--- config.mk ---
export PLATFORM = sky130hd
export DESIGN_NAME = hazard_ctrl_flat
export DESIGN_NICKNAME = d
export VERILOG_FILES = /design/src/rtl/hazard_ctrl_if.sv /design/src/rtl/hazard_ctrl.sv /design/src/flat_wrapper.sv
export SDC_FILE = /design/constraint.sdc
export NUM_CORES = 1
export LEC_CHECK = 0
export BUFFER_PORTS_ARGS = -buffer_cell sky130_fd_sc_hd__buf_2
export CORE_MARGIN = 4
export CORE_UTILIZATION = 45
export CTS_CLUSTER_SIZE = 14
export DETAILED_ROUTE_END_ITERATION = 8
export GPL_TIMING_DRIVEN = 0
export PLACE_DENSITY = 0.71
export SLEW_MARGIN = 25
export SYNTH_ARGS = -nofsm -noshare
export SYNTH_HDL_FRONTEND = slang
export SYNTH_SLANG_ARGS = --single-unit
--- constraint.sdc ---
create_clock -name clk -period 2.4 [get_ports clk]
set_input_delay 0.24 -clock clk [delete_from_list [all_inputs] [get_ports clk]]
set_output_delay 0.24 -clock clk [all_outputs]
set_load 0.01 [all_outputs]
--- src/rtl/hazard_ctrl_if.sv ---
// Control bundle between the pipeline datapath and hazard_ctrl.
// Hazard-detection inputs flow in; register enables, flushes, status and counter flow out.
// Pure wiring: no latency and no backpressure of its own.
interface hazard_ctrl_if #(
  parameter int CNT_W = 16
);
  logic [3:0]       ifid_rs;
  logic [3:0]       ifid_rt;
  logic             ifid_rs_used;
  logic             ifid_rt_used;
  logic             ifid_hlt;
  logic             idex_memread;
  logic [3:0]       idex_rd;
  logic             br_taken;
  logic             imem_rdy;
  logic             dmem_busy;
  logic             pc_en;
  logic             ifid_en;
  logic             ifid_flush;
  logic             idex_en;
  logic             idex_flush;
  logic             exmem_en;
  logic             memwb_en;
  logic             halted;
  logic [CNT_W-1:0] stall_cycles;

  modport master (
    output ifid_rs, ifid_rt, ifid_rs_used, ifid_rt_used, ifid_hlt,
           idex_memread, idex_rd, br_taken, imem_rdy, dmem_busy,
    input  pc_en, ifid_en, ifid_flush, idex_en, idex_flush,
           exmem_en, memwb_en, halted, stall_cycles
  );

  modport slave (
    input  ifid_rs, ifid_rt, ifid_rs_used, ifid_rt_used, ifid_hlt,
           idex_memread, idex_rd, br_taken, imem_rdy, dmem_busy,
    output pc_en, ifid_en, ifid_flush, idex_en, idex_flush,
           exmem_en, memwb_en, halted, stall_cycles
  );
endinterface

--- src/rtl/hazard_ctrl.sv ---
// Pipeline enable/flush control: load-use stalls, branch flushes, memory waits, HLT drain.
// Latency: enables/flushes are combinational from inputs; state and counter update at the next edge.
// Backpressure: dmem_busy freezes every stage; imem wait and load-use stall only the front end.
module hazard_ctrl #(
  parameter int DRAIN_CYCLES = 3,
  parameter int CNT_W        = 16
) (
  input  logic          clk,
  input  logic          rst,
  hazard_ctrl_if.slave  hz
);

  localparam int DW = (DRAIN_CYCLES > 1) ? $clog2(DRAIN_CYCLES) : 1;

  typedef enum logic [1:0] {
    RUN    = 2'd0,
    DRAIN  = 2'd1,
    HALTED = 2'd2
  } state_t;

  state_t           state, state_nxt;
  logic [DW-1:0]    drain_cnt, drain_nxt;
  logic [CNT_W-1:0] stall_cnt;
  logic             lu;
  logic             pc_en, ifid_en, ifid_flush, idex_en, idex_flush, exmem_en, memwb_en;

  // R0 is hardwired zero, so a load targeting it never creates a dependency.
  assign lu = hz.idex_memread && (hz.idex_rd != 4'd0) &&
              ((hz.ifid_rs_used && (hz.ifid_rs == hz.idex_rd)) ||
               (hz.ifid_rt_used && (hz.ifid_rt == hz.idex_rd)));

  always_comb begin
    state_nxt  = state;
    drain_nxt  = drain_cnt;
    pc_en      = 1'b0;
    ifid_en    = 1'b0;
    ifid_flush = 1'b0;
    idex_en    = 1'b0;
    idex_flush = 1'b0;
    exmem_en   = 1'b0;
    memwb_en   = 1'b0;
    if (!rst) begin
      ifid_flush = 1'b1;
      idex_flush = 1'b1;
    end else begin
      unique case (state)
        RUN: begin
          if (hz.dmem_busy) begin
            // full freeze: branch and load-use decisions wait for memory
          end else if (hz.br_taken) begin
            pc_en      = 1'b1;
            ifid_en    = 1'b1;
            ifid_flush = 1'b1;
            idex_en    = 1'b1;
            idex_flush = 1'b1;
            exmem_en   = 1'b1;
            memwb_en   = 1'b1;
          end else if (lu) begin
            idex_en    = 1'b1;
            idex_flush = 1'b1;
            exmem_en   = 1'b1;
            memwb_en   = 1'b1;
          end else if (hz.ifid_hlt) begin
            idex_en    = 1'b1;
            exmem_en   = 1'b1;
            memwb_en   = 1'b1;
            state_nxt  = DRAIN;
            drain_nxt  = DW'(DRAIN_CYCLES - 1);
          end else if (!hz.imem_rdy) begin
            ifid_en    = 1'b1;
            ifid_flush = 1'b1;
            idex_en    = 1'b1;
            exmem_en   = 1'b1;
            memwb_en   = 1'b1;
          end else begin
            pc_en      = 1'b1;
            ifid_en    = 1'b1;
            idex_en    = 1'b1;
            exmem_en   = 1'b1;
            memwb_en   = 1'b1;
          end
        end
        DRAIN: begin
          // Taken branches here are ignored: they are older than HLT and already resolved.
          if (!hz.dmem_busy) begin
            ifid_en    = 1'b1;
            ifid_flush = 1'b1;
            idex_en    = 1'b1;
            exmem_en   = 1'b1;
            memwb_en   = 1'b1;
            if (drain_cnt == '0) begin
              state_nxt = HALTED;
            end else begin
              drain_nxt = drain_cnt - 1'b1;
            end
          end
        end
        HALTED: begin
        end
        default: begin
          state_nxt = RUN;
        end
      endcase
    end
  end

  always_ff @(posedge clk) begin
    if (!rst) begin
      state     <= RUN;
      drain_cnt <= '0;
      stall_cnt <= '0;
    end else begin
      state     <= state_nxt;
      drain_cnt <= drain_nxt;
      if (!pc_en && (state != HALTED) && (stall_cnt != {CNT_W{1'b1}})) begin
        stall_cnt <= stall_cnt + 1'b1;
      end
    end
  end

  assign hz.pc_en        = pc_en;
  assign hz.ifid_en      = ifid_en;
  assign hz.ifid_flush   = ifid_flush;
  assign hz.idex_en      = idex_en;
  assign hz.idex_flush   = idex_flush;
  assign hz.exmem_en     = exmem_en;
  assign hz.memwb_en     = memwb_en;
  assign hz.halted       = (state == HALTED);
  assign hz.stall_cycles = stall_cnt;

endmodule

--- src/flat_wrapper.sv ---
// flat-port wrapper written by rule: the top's interface ports become plain ports
module hazard_ctrl_flat 
#(
  parameter int DRAIN_CYCLES = 3,
  parameter int CNT_W        = 16
)
  (clk, rst, hz_ifid_rs, hz_ifid_rt, hz_ifid_rs_used, hz_ifid_rt_used, hz_ifid_hlt, hz_idex_memread, hz_idex_rd, hz_br_taken, hz_imem_rdy, hz_dmem_busy, hz_pc_en, hz_ifid_en, hz_ifid_flush, hz_idex_en, hz_idex_flush, hz_exmem_en, hz_memwb_en, hz_halted, hz_stall_cycles);
  hazard_ctrl_if #(.CNT_W(CNT_W)) hz_i ();
  input  logic clk;
  input  logic rst;
  input wire logic [$bits(hz_i.ifid_rs)-1:0] hz_ifid_rs;
  input wire logic [$bits(hz_i.ifid_rt)-1:0] hz_ifid_rt;
  input wire logic [$bits(hz_i.ifid_rs_used)-1:0] hz_ifid_rs_used;
  input wire logic [$bits(hz_i.ifid_rt_used)-1:0] hz_ifid_rt_used;
  input wire logic [$bits(hz_i.ifid_hlt)-1:0] hz_ifid_hlt;
  input wire logic [$bits(hz_i.idex_memread)-1:0] hz_idex_memread;
  input wire logic [$bits(hz_i.idex_rd)-1:0] hz_idex_rd;
  input wire logic [$bits(hz_i.br_taken)-1:0] hz_br_taken;
  input wire logic [$bits(hz_i.imem_rdy)-1:0] hz_imem_rdy;
  input wire logic [$bits(hz_i.dmem_busy)-1:0] hz_dmem_busy;
  output wire logic [$bits(hz_i.pc_en)-1:0] hz_pc_en;
  output wire logic [$bits(hz_i.ifid_en)-1:0] hz_ifid_en;
  output wire logic [$bits(hz_i.ifid_flush)-1:0] hz_ifid_flush;
  output wire logic [$bits(hz_i.idex_en)-1:0] hz_idex_en;
  output wire logic [$bits(hz_i.idex_flush)-1:0] hz_idex_flush;
  output wire logic [$bits(hz_i.exmem_en)-1:0] hz_exmem_en;
  output wire logic [$bits(hz_i.memwb_en)-1:0] hz_memwb_en;
  output wire logic [$bits(hz_i.halted)-1:0] hz_halted;
  output wire logic [$bits(hz_i.stall_cycles)-1:0] hz_stall_cycles;
  assign hz_i.ifid_rs = hz_ifid_rs;
  assign hz_i.ifid_rt = hz_ifid_rt;
  assign hz_i.ifid_rs_used = hz_ifid_rs_used;
  assign hz_i.ifid_rt_used = hz_ifid_rt_used;
  assign hz_i.ifid_hlt = hz_ifid_hlt;
  assign hz_i.idex_memread = hz_idex_memread;
  assign hz_i.idex_rd = hz_idex_rd;
  assign hz_i.br_taken = hz_br_taken;
  assign hz_i.imem_rdy = hz_imem_rdy;
  assign hz_i.dmem_busy = hz_dmem_busy;
  assign hz_pc_en = hz_i.pc_en;
  assign hz_ifid_en = hz_i.ifid_en;
  assign hz_ifid_flush = hz_i.ifid_flush;
  assign hz_idex_en = hz_i.idex_en;
  assign hz_idex_flush = hz_i.idex_flush;
  assign hz_exmem_en = hz_i.exmem_en;
  assign hz_memwb_en = hz_i.memwb_en;
  assign hz_halted = hz_i.halted;
  assign hz_stall_cycles = hz_i.stall_cycles;
  hazard_ctrl #(.DRAIN_CYCLES(DRAIN_CYCLES), .CNT_W(CNT_W)) u_core (.clk(clk), .rst(rst), .hz(hz_i));
endmodule
==> run metrics <==
n_diodes 0; Req. time, crit path 2.16 ns; Worst VDD drop 0.255 mV; CTS root buffer clkbuf_4; RSZ-0062 raised after global routing false; Final setup viols 0; die width 61.9 µm; drt via density 5.50; drt first pass iters 4; CTS tree yes; Layout Skew 0.00187 ns; Leakage 0.728 nW; FP Rows 19; clk buf depth 2; core area 2760 µm²; Reg clk slew, reported paths 0.12 ns; Hold-fix buffers, CTS 0; Main synth FF type dfxtp_1; most frequent cells in the layout buf_2 (44), dfxtp_1 (20), nand2_1 (19); Hold Worst Slack 0.245 ns; Remaining DRCs 0; die height 61.9 µm; non-filler cells, final 241; initial antenna violation count 0; Net Sw Frac 29.3%; starting density of the core 47.4%; clk_lat worst skew 0.31 ns; Slew Limit Fails 0; Storage cell area 400 µm²; minimum clock period 2.12 ns; number of flops mapped to enable cells by yosys 0; synth unique cells 40; cells after synthesis 162; Avg WL per Cell 13.2 µm; Hold Crit Class input pin to register; most common cell after layout, fill and taps aside buf_2; Clock Power Share 29.1%; Syn Std Cell Area 1310 µm²; DRT antenna net count 0; Remaining Overflow, GRT 0; Highest Clock Rate 0.471 GHz; pin count of the biggest net entering global routing 12; H-tree depth 1; filler instances 276; YS warnings 0; post-CTS sizing 0; Avg Inst Size Synth 8.06 µm²; DP Cell Count 237; vias in the first global route 1271; critical path arrival 1.88 ns; Reg power frac 50.2%; Net Sw Power 0.206 mW; first-pass GRT wire length 5390 µm; cts bufs inserted 3; Comb power frac 20.8%; max_slew headroom 65.7%; DIE AREA 3830 µm²; Worst Setup End Kind primary output; #FFs+latches synth 20; register area share after synthesis 30.7%; Pwr Total 0.704 mW; setup_tns 0 ns; Final GP Congestion 0.822; setup slack, reg-to-reg 0.30 ns; CP Max Fanout 3; Tcrit/Tclk final 88.5%; clk sinks 20; final hold vios 0; share of cells above drive strength 1 30.0%; post-DP HPWL 2550 µm; crit path launch type input pin; status finished, final reports clean; Max-Cap Viols 0; I/O pin total 45; P_int 0.498 mW; synthesis-to-layout area growth 22.6%; drt first-iter violations 32; critical path class input pin to primary output; Slew @ Worst Pin 0.515 ns; routed wire length 3170 µm; Vias 1325; power density cells 440 nW/µm²; ys async rst share 0%; Post-Syn Nets 185; I/O Buffers 44; Multi-input gate area 838 µm²; Global Route Usage Sum 18.5%; Post-CTS Setup Bufs 0; nets 234
critical path: stages:
cell and delay (ns):
buf_2 0.12, o41a_1 0.43, nand3_1 0.11, nor4_2 0.07, or3_2 0.46, o21ai_0 0.19
a21o_1 0.14, buf_2 0.12
path summary, 6_finish.rpt:
path	from	to	depth (start not counted)
hold reg to reg	u_core.hz.stall_cycles[14]	u_core.hz.stall_cycles[14]	2
setup reg to reg	u_core.hz.stall_cycles[0]	u_core.hz.stall_cycles[9]	7
setup / recovery	hz_idex_rd[1]	hz_ifid_flush	8
hold / removal	hz_ifid_hlt	u_core.state[0]	3
cell type report:
cell class	instances	share of cell area, %
Sequential cell	20	25.0
Timing Repair Buffer	44	13.7
Buffer	7	2.58
Tap cell	31	2.42
Inverter	7	1.64
Multi-Input combinational cell	128	52.3
Clock buffer	4	2.27
state kept, by name (all words and copies together) (netlist names):
signal	count
u_core.drain_cnt	2
u_core.state	2
u_core.hz.stall_cycles	16
per-layer routing:
layer | GRT usage [%] | vias to the layer above | wire, µm
met2 | 32.6 | 44 | 1530
met4 | 6.67 | 0 | 53
met5 | 0 | - | 0
li1 | - | 667 | -
met3 | 3.31 | 5 | 217
met1 | 22.4 | 609 | 1370
power by group through the flow:
stage | combinational, mW | sequential, mW | clock (mW)
global placement | 0.143 | 0.360 | 0
CTS | 0.148 | 0.353 | 0.206
detailed placement | 0.148 | 0.361 | 0
finish | 0.146 | 0.353 | 0.205
global route | 0.164 | 0.355 | 0.232
floorplan | 0.0880 | 0.363 | 0
metrics by stage:
stage	instance area (µm²)	util, %	worst slack [ns]
floorplan	1310	-	0.453
global placement	1570	56.8	0.271
detailed placement	1570	56.8	0.238
CTS	1600	58.1	0.261
global route	1600	58.1	0.152
finish	1600	58.1	0.276
cell usage after synthesis (3+ instances only):
| cell | count | area [µm²] |
|---|---|---|
| nand3_1 | 9 | 45.0 |
| dfxtp_1 | 20 | 400 |
| a21oi_1 | 7 | 35.0 |
| inv_1 | 7 | 26.3 |
| nor2_1 | 17 | 63.8 |
| nand2b_1 | 8 | 50.1 |
| o21ai_0 | 4 | 20.0 |
| xor2_1 | 6 | 52.6 |
| mux2i_1 | 8 | 80.1 |
| clkbuf_1 | 4 | 15.0 |
| and3_1 | 4 | 25.0 |
| nand4_1 | 3 | 18.8 |
| nor3_1 | 4 | 20.0 |
| xnor2_1 | 6 | 52.6 |
| a211oi_1 | 3 | 22.5 |
| nand2_1 | 19 | 71.3 |
cell families (layout without fill, tap and decap cells):
family | after synthesis | in the layout | share of synthesized area [%]
multiplexers | 8 | 8 | 6.13
XOR/XNOR | 12 | 12 | 8.05
adder cells (fa/ha/maj) | 2 | 2 | 1.92
AO/OA/AOI/OAI | 29 | 29 | 15.9
buffers and inverters | 14 | 62 | 5.17
flip-flops | 20 | 20 | 30.7
AND/OR/NAND/NOR | 77 | 77 | 32.2
Note: power is estimated with default switching activity, not from simulation.
